<file path="src/rtl/reg_writeback_pkg.sv">
// Shared definitions for the register write-back stage: default widths,
// the hardwired-zero register address and the pending-write entry layout.
package reg_writeback_pkg;

    localparam int DEF_DATA_WIDTH = 32;
    localparam int DEF_ADDR_WIDTH = 5;

    localparam logic [DEF_ADDR_WIDTH-1:0] R0_ADDR = '0;

    typedef struct packed {
        logic                      valid;
        logic [DEF_ADDR_WIDTH-1:0] addr;
        logic [DEF_DATA_WIDTH-1:0] data;
    } wb_entry_t;

endpackage

</file>
<file path="src/rtl/reg_writeback_fifo.sv">
// wb_fifo: in-order pending-write queue with up to two pushes and one pop per
// cycle; presents its contents oldest-first for hazard comparison.
module wb_fifo #(
    parameter  int DATA_WIDTH = 32,
    parameter  int ADDR_WIDTH = 5,
    parameter  int DEPTH      = 4,
    localparam int CNT_W      = $clog2(DEPTH + 1)
) (
    input  logic                                clk,
    input  logic                                rst,
    input  logic                                pop,
    input  logic                                push0_valid,
    input  logic [ADDR_WIDTH-1:0]               push0_addr,
    input  logic [DATA_WIDTH-1:0]               push0_data,
    input  logic                                push1_valid,
    input  logic [ADDR_WIDTH-1:0]               push1_addr,
    input  logic [DATA_WIDTH-1:0]               push1_data,
    output logic [CNT_W-1:0]                    count,
    output logic [DEPTH-1:0]                    entry_valid,
    output logic [DEPTH-1:0][ADDR_WIDTH-1:0]    entry_addr,
    output logic [DEPTH-1:0][DATA_WIDTH-1:0]    entry_data
);

    localparam int PTR_W = $clog2(DEPTH);

    typedef struct packed {
        logic [ADDR_WIDTH-1:0] addr;
        logic [DATA_WIDTH-1:0] data;
    } slot_t;

    slot_t [DEPTH-1:0] mem_q, mem_d;
    logic  [PTR_W-1:0] rd_ptr_q, rd_ptr_d;
    logic  [PTR_W-1:0] wr_ptr_q, wr_ptr_d;
    logic  [CNT_W-1:0] count_q, count_d;

    // push1 lands in the slot after push0, so the second write reuses the
    // already-advanced pointer.
    always_comb begin
        mem_d    = mem_q;
        rd_ptr_d = rd_ptr_q;
        wr_ptr_d = wr_ptr_q;
        count_d  = count_q + CNT_W'(push0_valid) + CNT_W'(push1_valid) - CNT_W'(pop);
        if (pop) begin
            rd_ptr_d = rd_ptr_q + PTR_W'(1);
        end
        if (push0_valid) begin
            mem_d[wr_ptr_d] = '{addr: push0_addr, data: push0_data};
            wr_ptr_d        = wr_ptr_d + PTR_W'(1);
        end
        if (push1_valid) begin
            mem_d[wr_ptr_d] = '{addr: push1_addr, data: push1_data};
            wr_ptr_d        = wr_ptr_d + PTR_W'(1);
        end
    end

    always_ff @(posedge clk or posedge rst) begin
        if (rst) begin
            rd_ptr_q <= '0;
            wr_ptr_q <= '0;
            count_q  <= '0;
        end else begin
            rd_ptr_q <= rd_ptr_d;
            wr_ptr_q <= wr_ptr_d;
            count_q  <= count_d;
        end
    end

    // NOTE: storage is deliberately left unreset; count gates every read, so
    // stale contents are never observed and the array stays plain flops/RAM.
    always_ff @(posedge clk) begin
        mem_q <= mem_d;
    end

    assign count = count_q;

    always_comb begin
        entry_valid = '0;
        entry_addr  = '0;
        entry_data  = '0;
        for (int i = 0; i < DEPTH; i++) begin
            entry_valid[i] = (CNT_W'(i) < count_q);
            entry_addr[i]  = mem_q[rd_ptr_q + PTR_W'(i)].addr;
            entry_data[i]  = mem_q[rd_ptr_q + PTR_W'(i)].data;
        end
    end

endmodule

</file>
<file path="src/rtl/reg_writeback.sv">
// Register-file write-back stage: merges MEM and ALU writes in order, drains one
// per cycle and flags pending-write hazards. WB_FORWARD_EN adds CHECKn_DATA.
module reg_writeback
    import reg_writeback_pkg::*;
#(
    parameter int DATA_WIDTH = DEF_DATA_WIDTH,
    parameter int ADDR_WIDTH = DEF_ADDR_WIDTH,
    parameter int FIFO_DEPTH = 4
) (
    input  logic                  CLK,
    input  logic                  RESET,
    input  logic                  MEM_VALID,
    output logic                  MEM_READY,
    input  logic [ADDR_WIDTH-1:0] MEM_ADDRESS,
    input  logic [DATA_WIDTH-1:0] MEM_DATA,
    input  logic                  ALU_VALID,
    output logic                  ALU_READY,
    input  logic [ADDR_WIDTH-1:0] ALU_ADDRESS,
    input  logic [DATA_WIDTH-1:0] ALU_DATA,
    output logic                  WRITE_ENABLE,
    output logic [ADDR_WIDTH-1:0] WRITE_ADDRESS,
    output logic [DATA_WIDTH-1:0] WRITE_DATA,
    input  logic [ADDR_WIDTH-1:0] CHECK1_ADDRESS,
    input  logic [ADDR_WIDTH-1:0] CHECK2_ADDRESS,
    output logic                  CHECK1_HIT,
    output logic                  CHECK2_HIT,
    output logic                  BUSY
`ifdef WB_FORWARD_EN
   ,output logic [DATA_WIDTH-1:0] CHECK1_DATA,
    output logic [DATA_WIDTH-1:0] CHECK2_DATA
`endif
);

    localparam int CNT_W  = $clog2(FIFO_DEPTH + 1);
    localparam int SLOT_W = CNT_W + 1;
    localparam logic [SLOT_W-1:0]     SLOTS_MAX = SLOT_W'(FIFO_DEPTH + 1);
    localparam logic [ADDR_WIDTH-1:0] ZERO_ADDR = ADDR_WIDTH'(R0_ADDR);

    logic [CNT_W-1:0]                      q_count;
    logic [FIFO_DEPTH-1:0]                 q_valid;
    logic [FIFO_DEPTH-1:0][ADDR_WIDTH-1:0] q_addr;
    logic [FIFO_DEPTH-1:0][DATA_WIDTH-1:0] q_data;

    logic                  pop;
    logic                  push0_valid, push1_valid;
    logic [ADDR_WIDTH-1:0] push0_addr, push1_addr;
    logic [DATA_WIDTH-1:0] push0_data, push1_data;

    logic                  wr_en_q, wr_en_d;
    logic [ADDR_WIDTH-1:0] wr_addr_q, wr_addr_d;
    logic [DATA_WIDTH-1:0] wr_data_q, wr_data_d;

    logic [SLOT_W-1:0] slots;
    logic              mem_keep, alu_keep;

    wb_fifo #(
        .DATA_WIDTH (DATA_WIDTH),
        .ADDR_WIDTH (ADDR_WIDTH),
        .DEPTH      (FIFO_DEPTH)
    ) u_fifo (
        .clk         (CLK),
        .rst         (RESET),
        .pop         (pop),
        .push0_valid (push0_valid),
        .push0_addr  (push0_addr),
        .push0_data  (push0_data),
        .push1_valid (push1_valid),
        .push1_addr  (push1_addr),
        .push1_data  (push1_data),
        .count       (q_count),
        .entry_valid (q_valid),
        .entry_addr  (q_addr),
        .entry_data  (q_data)
    );

    // The output register always drains, so one slot exists even when full.
    assign slots     = SLOTS_MAX - SLOT_W'(q_count);
    assign MEM_READY = (slots != '0);
    assign ALU_READY = (slots >= SLOT_W'(2)) || ((slots == SLOT_W'(1)) && !MEM_VALID);

    assign mem_keep = MEM_VALID && MEM_READY && (MEM_ADDRESS != ZERO_ADDR);
    assign alu_keep = ALU_VALID && ALU_READY && (ALU_ADDRESS != ZERO_ADDR);

    // NOTE: every output of this block gets a default first, so no path can
    // leave a value unassigned and infer a latch.
    always_comb begin
        wr_en_d     = 1'b0;
        wr_addr_d   = wr_addr_q;
        wr_data_d   = wr_data_q;
        pop         = 1'b0;
        push0_valid = 1'b0;
        push0_addr  = MEM_ADDRESS;
        push0_data  = MEM_DATA;
        push1_valid = 1'b0;
        push1_addr  = ALU_ADDRESS;
        push1_data  = ALU_DATA;
        if (q_count != '0) begin
            pop       = 1'b1;
            wr_en_d   = 1'b1;
            wr_addr_d = q_addr[0];
            wr_data_d = q_data[0];
            if (mem_keep) begin
                push0_valid = 1'b1;
                push1_valid = alu_keep;
            end else if (alu_keep) begin
                push0_valid = 1'b1;
                push0_addr  = ALU_ADDRESS;
                push0_data  = ALU_DATA;
            end
        end else if (mem_keep) begin
            wr_en_d     = 1'b1;
            wr_addr_d   = MEM_ADDRESS;
            wr_data_d   = MEM_DATA;
            push0_valid = alu_keep;
            push0_addr  = ALU_ADDRESS;
            push0_data  = ALU_DATA;
        end else if (alu_keep) begin
            wr_en_d   = 1'b1;
            wr_addr_d = ALU_ADDRESS;
            wr_data_d = ALU_DATA;
        end
    end

    // NOTE: sequential state uses non-blocking assignments so every flop
    // samples pre-edge values regardless of block evaluation order.
    always_ff @(posedge CLK or posedge RESET) begin
        if (RESET) begin
            wr_en_q   <= 1'b0;
            wr_addr_q <= '0;
            wr_data_q <= '0;
        end else begin
            wr_en_q   <= wr_en_d;
            wr_addr_q <= wr_addr_d;
            wr_data_q <= wr_data_d;
        end
    end

    assign WRITE_ENABLE  = wr_en_q;
    assign WRITE_ADDRESS = wr_addr_q;
    assign WRITE_DATA    = wr_data_q;
    assign BUSY          = wr_en_q || (q_count != '0);

    logic [1:0][ADDR_WIDTH-1:0] chk_addr;
    logic [1:0]                 chk_hit;

    assign chk_addr = {CHECK2_ADDRESS, CHECK1_ADDRESS};

    always_comb begin
        chk_hit = '0;
        for (int n = 0; n < 2; n++) begin
            if (chk_addr[n] != ZERO_ADDR) begin
                if (wr_en_q && (wr_addr_q == chk_addr[n])) begin
                    chk_hit[n] = 1'b1;
                end
                for (int i = 0; i < FIFO_DEPTH; i++) begin
                    if (q_valid[i] && (q_addr[i] == chk_addr[n])) begin
                        chk_hit[n] = 1'b1;
                    end
                end
            end
        end
    end

    assign CHECK1_HIT = chk_hit[0];
    assign CHECK2_HIT = chk_hit[1];

`ifdef WB_FORWARD_EN
    logic [1:0][DATA_WIDTH-1:0] chk_data;

    // Scan oldest to youngest so the last match left standing is the youngest.
    always_comb begin
        chk_data = '0;
        for (int n = 0; n < 2; n++) begin
            if (chk_addr[n] != ZERO_ADDR) begin
                if (wr_en_q && (wr_addr_q == chk_addr[n])) begin
                    chk_data[n] = wr_data_q;
                end
                for (int i = 0; i < FIFO_DEPTH; i++) begin
                    if (q_valid[i] && (q_addr[i] == chk_addr[n])) begin
                        chk_data[n] = q_data[i];
                    end
                end
            end
        end
    end

    assign CHECK1_DATA = chk_data[0];
    assign CHECK2_DATA = chk_data[1];
`else
    logic unused_q_data;
    assign unused_q_data = ^q_data;
`endif

endmodule
</file>
<file path="config.mk">
export PLATFORM = sky130hd
export DESIGN_NAME = reg_writeback
export DESIGN_NICKNAME = d
export VERILOG_FILES = /design/src/rtl/reg_writeback_pkg.sv /design/src/rtl/reg_writeback_fifo.sv /design/src/rtl/reg_writeback.sv
export SDC_FILE = /design/constraint.sdc
export NUM_CORES = 1
export LEC_CHECK = 0
export ABC_AREA = 1
export ABC_CLOCK_PERIOD_IN_PS = 7400
export BUFFER_PORTS_ARGS = -buffer_cell sky130_fd_sc_hd__buf_2
export CORE_ASPECT_RATIO = 0.5
export CORE_MARGIN = 2
export CORE_UTILIZATION = 65
export DETAILED_ROUTE_END_ITERATION = 16
export PLACE_DENSITY = 0.9
export SLEW_MARGIN = 20
export SYNTH_ARGS = -nofsm -noshare
export SYNTH_HDL_FRONTEND = slang
export SYNTH_SLANG_ARGS = --single-unit
</file>
<file path="constraint.sdc">
create_clock -name CLK -period 7.4 [get_ports CLK]
set_input_delay 0 -clock CLK [delete_from_list [all_inputs] [get_ports CLK]]
set_output_delay 0 -clock CLK [all_outputs]
set_load 0.01 [all_outputs]
</file>
==> results of run 1 <==
final cells by class:
type	count	area, sq um	area share [%]
Sequential cell	193	4090	27.4
Inverter	144	541	3.62
Clock inverter	11	149	0.998
Multi-Input combinational cell	1764	7860	52.7
Tap cell	266	333	2.23
Clock buffer	21	450	3.02
Timing Repair Buffer	219	1490	10.0
state kept, by name, indices dropped and copies added, names as in the netlist:
| signal | cells |
|---|---|
| WRITE_DATA | 32 |
| u_fifo.count | 3 |
| WRITE_ENABLE | 1 |
| WRITE_ADDRESS | 5 |
| u_fifo.rd_ptr_q | 2 |
| u_fifo.mem_q | 148 |
| u_fifo.wr_ptr_q | 2 |
through the flow:
stage	area [sq um]	hold WS [ns]	utilization [%]
6_report	14900	0.00890	75.6
5_1_grt	14900	0.0342	75.6
4_1_cts	14900	0.000879	75.6
3_5_place_dp	13600	0.243	69.0
3_3_place_gp	13600	0.233	69.0
2_1_floorplan	13300	0.135	-
kinds of logic (layout without fill, tap and decap cells):
group                      count (synthesis)  in the layout  synth area share, %
AOI/OAI and AO/OA                        315            315                 13.5
DFF                                      193            193                 30.8
and+or+nand+nor                         1423           1423                 43.3
buffers and inverters                    286            395                 10.2
xor gates and xnor gates                  13             13                0.858
adders and majority gates                 13             13                 1.34
final timing paths:
| path | endpoint | slack [ns] | cells past startpoint |
|---|---|---|---|
| worst min register to register | WRITE_DATA[8]$_DFFE_PP0P_ | 0.51 | 2 |
| min in group asynchronous | WRITE_DATA[5]$_DFFE_PP0P_ | 0.31 | 4 |
| worst max register to register | u_fifo.mem_q[117]$_DFF_P_ | 3.16 | 17 |
| worst max-delay path | u_fifo.mem_q[117]$_DFF_P_ | 3.16 | 17 |
| max in group asynchronous | WRITE_DATA[18]$_DFFE_PP0P_ | 6.54 | 4 |
| worst min-delay path | WRITE_DATA[12]$_DFFE_PP0P_ | 0.009 | 3 |
synthesized netlist by cell type, drive strengths merged, types with 14 or more instances:
cell | count | share of area, %
a21oi | 172 | 6.5
a22oi | 20 | 1.1
buf | 97 | 4.8
clkbuf | 45 | 1.3
dfrtp | 45 | 8.5
dfxtp | 148 | 22
inv | 144 | 4.1
nand2 | 691 | 20
nand3 | 220 | 8.5
nand4 | 14 | 0.66
nor2 | 495 | 14
o211ai | 57 | 3.2
o21ai | 58 | 2.2
power breakdown:
group | internal [mW] | switching [mW]
Sequential | 1.64 | 0.366
Combinational | 1.42 | 2.91
Clock | 0.546 | 0.432
critical path: cells and delay by family (launching register included):
family,cells,cell delay [ns]
AO/OA/AOI/OAI,2,0.33
adder cells (fa/ha/maj),2,0.58
buffers and inverters,5,1.32
flip-flops,1,0.41
AND/OR/NAND/NOR,8,1.49
layer usage:
metal	routed length (um)	GRT usage, %	vias up
met5	0	0	-
met4	1280	16.1	0
met3	5290	8.67	131
met2	19100	62.5	1013
met1	16800	51.8	6821
li1	-	-	7357
==> impl_metrics.tcl, run 1 <==
set metrics [dict create \
    root_buffer "clkbuf_16" \
    fin_crit_sh_pct 57.3 \
    worst_ep_required_time_ns 7.73 \
    crit_fanout 39 \
    async_flop_share_pct 23.3 \
    vias 15300 \
    clkTransAtPathRegs_ns 0.07 \
    gr-usage-all-layers_pct 39.3 \
    grt_max_degree 119 \
    vdd_ir_drop_max_v 0.000294 \
    max_stage_delay_ns 0.56 \
    final_common_cell "nand2_1" \
    wl_per_cell_um 16.2 \
    place_congestion 0.984 \
    grt_pass1_vias 13600 \
    power.total_mw 7.31 \
    yosysWarnings 0 \
    synth_cells 2243 \
    arrival_ns 4.57 \
    regToRegStartpoint "u_fifo.count[1]$_DFF_PP0_" \
    crit_top_cell "nor2_1" \
    coreArea_sq_um 19700 \
    synth_edf_count 0 \
    fin_crit_ns 4.24 \
    cts_tree "yes" \
    cts_sinks 193 \
    dp_cells 2516 \
    min_from "MEM_DATA[12]" \
    grt_setup_unrepaired "false" \
    p_leak_nw 8.08 \
    instances_no_fill 2618 \
    die_area_sq_um 21600 \
    layout_common_cells "nand2_1 (676), nor2_1 (490), nand3_1 (217)" \
    ctsLongestPathBuffers 2 \
    n_antenna_cell 0 \
    worstSetupEndpointType "flop" \
    final-max-slew-violation-count 0 \
    antenna_found_initial 0 \
    powerDensity_nw_per_um2 490 \
    syn_to_final_growth_pct 12.4 \
    grt_pass1_wl_um 68400 \
    status "completed" \
    finalWorstSetupSlack_ns 3.16 \
    htree_levels 4 \
    die_w_um 206 \
    numCtsBuffers 17 \
    fmax_mhz 236 \
    hold_path_class "input port to flop" \
    clock_latency_ns 0.44 \
    finalSetupTns_ns 0 \
    syn-num-nets 2344 \
    slowest_stage "nand2_2" \
    maxCapViolations 0 \
    portBuffers 130 \
    drive_gt1_share_pct 8.80 \
    syn_area_sq_um 13300 \
    hold_violations 0 \
    ctsHoldBuffers 70 \
    dp_hpwl_um 24200 \
    grt_overflow 0 \
    cp-startpoint "u_fifo.count[1]$_DFF_PP0_" \
    drtIter0Drc 2097 \
    num_rows 36 \
    drcViolationCount 0 \
    setup_viol 0 \
    crit_chain "inv_1 -> ha_1 -> inv_2 -> nor2_1 -> a21oi_1 -> nor2_4 -> buf_4 -> nand3_4 -> nand2_4 -> o21a_1 -> inv_1 -> ha_1 -> nand2_2 -> buf_4 -> nand2_1 -> nor2_1 -> nor2_1" \
    ant_nets 0 \
    finalNetCount 2440 \
    synth-seq-area-share_pct 30.8 \
    io_pins 131 \
    postCtsSetupBuffers 0 \
    worstSetupPathType "flop to flop" \
    avgSynthCellArea_sq_um 5.92 \
    worst_slew_pin_slew_ns 1.10 \
    yosysUniqueCellTypes 33 \
    dpl_worst_slack_ns 3.32 \
    initial_core_util_pct 67.3 \
    startpoint_type "flop" \
    ys.flop_type "dfxtp_1" \
    maxSlewHeadroom_pct 26.4 \
    via_per_inst 5.85 \
    fillers 1593 \
    skew_ns 0.0110 \
    wl_um 42400 \
    die_h_um 105 \
    ctsResizeCount 0 \
    first_pass_iters 9 \
    synth_seq_cells 193 \
]
(Power assumes the default switching activity.)
==> inputs of run 2 (changes only) <==
- ABC_AREA: 1 -> 0
- ABC_CLOCK_PERIOD_IN_PS: 7400 -> 4220
- CORE_UTILIZATION: 65 -> 59
- PLACE_DENSITY: 0.9 -> 0.84
- clock period: 7.4 -> 4.22 ns (I/O delays scaled with it)
==> impl_metrics.tcl, run 2 <==
set metrics [dict create \
    syn_to_final_growth_pct 19.0 \
    final-max-slew-violation-count 0 \
    startpoint_type "flop" \
    postCtsSetupBuffers 0 \
    grt_setup_unrepaired "false" \
    finalNetCount 1311 \
    largest_register_ffs 148 \
    synth_edf_count 0 \
    status "completed" \
    first_pass_iters 5 \
    clock_latency_ns 0.45 \
    syn_area_sq_um 10700 \
    ys.flop_type "dfxtp_1" \
    ctsLongestPathBuffers 2 \
    power.total_mw 11.1 \
    drive_gt1_share_pct 22.4 \
    die_w_um 194 \
    fmax_mhz 248 \
    fin_crit_ns 4.03 \
    antenna_found_initial 0 \
    dp_hpwl_um 19600 \
    cts_sinks 193 \
    finalWorstSetupSlack_ns 0.194 \
    root_buffer "clkbuf_16" \
    drcViolationCount 0 \
    final_area_sq_um 12700 \
    io_pins 131 \
    clkTransAtPathRegs_ns 0.08 \
    synth_area_leaders "dfxtp_1 (28%), a221o_1 (13%), mux4_2 (11%)" \
    synth_top_cell_area_share_pct 27.8 \
    final_common_cell "dfxtp_1" \
    num_rows 34 \
    grt_pass1_wl_um 51100 \
    ys_top_cells_by_count "dfxtp_1 (148), a221o_1 (141), and2_1 (141), nand2_1 (119), a21oi_1 (79)" \
    seq_area_sq_um 4090 \
    gr-usage-all-layers_pct 33.4 \
    wl_per_cell_um 22.3 \
    place_congestion 0.917 \
    worstSetupEndpointType "flop" \
    portBuffers 130 \
    drtIter0Drc 941 \
    layout_common_cells "dfxtp_1 (148), and2_1 (141), a221o_1 (141)" \
    fin_crit_sh_pct 95.4 \
    finalSetupTns_ns 0 \
    p_leak_nw 5.35 \
    worstSetupPathType "flop to flop" \
    synth-seq-area-share_pct 38.3 \
    synth_seq_cells 193 \
    synth_cells 1052 \
    maxSlewHeadroom_pct 25.7 \
    dpl_cell_area_sq_um 11300 \
    wl_um 32500 \
    fillers 1222 \
    yosysWarnings 0 \
    die_h_um 99.1 \
    crit_fanout 35 \
    powerDensity_nw_per_um2 871 \
    die_area_sq_um 19300 \
    avgSynthCellArea_sq_um 10.1 \
    maxCapViolations 0 \
    initial_core_util_pct 60.9 \
    multi_input_area_sq_um 6120 \
    async_flop_share_pct 23.3 \
    vdd_ir_drop_max_v 0.000470 \
    synth.most_common_cell "dfxtp_1" \
    finish.utilization_pct 72.5 \
    htree_levels 4 \
    grt_max_degree 84 \
    ant_nets 0 \
    coreArea_sq_um 17500 \
    hold_violations 0 \
    dpl_worst_slack_ns 0.114 \
    arrival_ns 4.40 \
    yosys.area.top_type "dfxtp_1" \
    grt_pass1_vias 9502 \
    setup_viol 0 \
    syn-num-nets 1153 \
    yosysUniqueCellTypes 52 \
    worst_ep_required_time_ns 4.60 \
    via_per_inst 6.69 \
    cts_tree "yes" \
    regMostFlops "u_fifo.mem_q" \
    grt_overflow 0 \
    n_antenna_cell 0 \
    hold_path_class "input port to flop" \
    vias 9754 \
    skew_ns 0.0134 \
    numCtsBuffers 17 \
    worst_slew_pin_slew_ns 1.11 \
]
run 2: cell count changes in the layout (fill, tap and decap cells not counted), moves of 15 or more:
| cell | previous run | this run |
|---|---|---|
| inv_1 | 139 | 15 |
| nor2_1 | 490 | 7 |
| nand2_1 | 676 | 119 |
| o211ai_1 | 57 | 1 |
| xor2_1 | 10 | 40 |
| a22oi_1 | 20 | 4 |
| a21oi_1 | 172 | 79 |
| xnor2_1 | 3 | 18 |
| and2_1 | 0 | 141 |
| o21ai_0 | 57 | 26 |
| a221o_1 | 0 | 141 |
| nand3_1 | 217 | 21 |
| mux4_2 | 0 | 51 |
run 2: area by class of cell:
cell class	instances	share of cell area [%]
sequential	193	32.2
timing repair buffer	225	12.2
clock buffer	17	3.35
clock inverter	15	1.33
multi-input combinational	757	48.2
inverter	16	0.473
tap	234	2.30
run 2: metal layers:
| layer | track usage, % | wire length [um] | vias up |
|---|---|---|---|
| met5 | 0 | 0 | - |
| met4 | 12.6 | 748 | 0 |
| met3 | 5.60 | 2730 | 76 |
| met2 | 54.5 | 15100 | 587 |
| met1 | 45.2 | 14000 | 4827 |
| li1 | - | - | 4264 |
run 2: metrics by stage:
stage                     hold WS, ns  instances
final                          0.0359       1457
after global routing           0.0873       1457
after CTS                      0.0399       1455
after detailed placement        0.238       1350
after global placement          0.214       1350
after floorplan                 0.138       1052
run 2: worst paths after layout:
path                                                   to  slack [ns]  cells after the start                       from
setup reg to reg                u_fifo.mem_q[124]$_DFF_P_        0.19                     12  u_fifo.count[1]$_DFF_PP0_
hold / removal               WRITE_ADDRESS[4]$_DFFE_PP0P_        0.04                      5             MEM_ADDRESS[4]
hold reg to reg                  u_fifo.mem_q[93]$_DFF_P_        0.49                      1   u_fifo.mem_q[93]$_DFF_P_
setup / recovery                u_fifo.mem_q[124]$_DFF_P_        0.19                     12  u_fifo.count[1]$_DFF_PP0_
min in group asynchronous       WRITE_DATA[4]$_DFFE_PP0P_        0.31                      4                      RESET
max in group asynchronous  u_fifo.rd_ptr_q[0]$_DFFE_PP0N_        3.37                      4                      RESET
run 2: cell families (layout without fill, tap and decap cells):
kind of cell,after synthesis,in the layout,share of synthesized area (%)
and+or+nand+nor,327,329,16.9
AOI/OAI and AO/OA,299,299,22.1
DFF,193,193,38.3
buffers and inverters,104,273,4.92
xor gates and xnor gates,58,58,4.76
muxes,58,58,11.4
adders and majority gates,13,13,1.66
run 2: repair_timing:
item                                    in CTS  in global routing
gates resized for setup                      0                  5
endpoints found under the setup margin       0                 83
hold buffers                                73                  0
endpoints found under the hold margin      200                  0
run 2: critical path, cell delays in order (launching register included):
cell	delay, ns
dfrtp_1	0.44
inv_1	0.14
ha_1	0.37
or4b_4	0.50
a22oi_4	0.26
a31oi_4	0.14
nor2_1	0.16
buf_4	0.17
xnor2_1	0.10
ha_1	0.31
and2_4	0.20
nor2_4	0.85
a221o_1	0.31
run 2: report_power, final:
part	switching (mW)	internal (mW)
combinational	3.06	2.84
clock	0.837	0.797
sequential	0.746	2.78
total	4.64	6.42
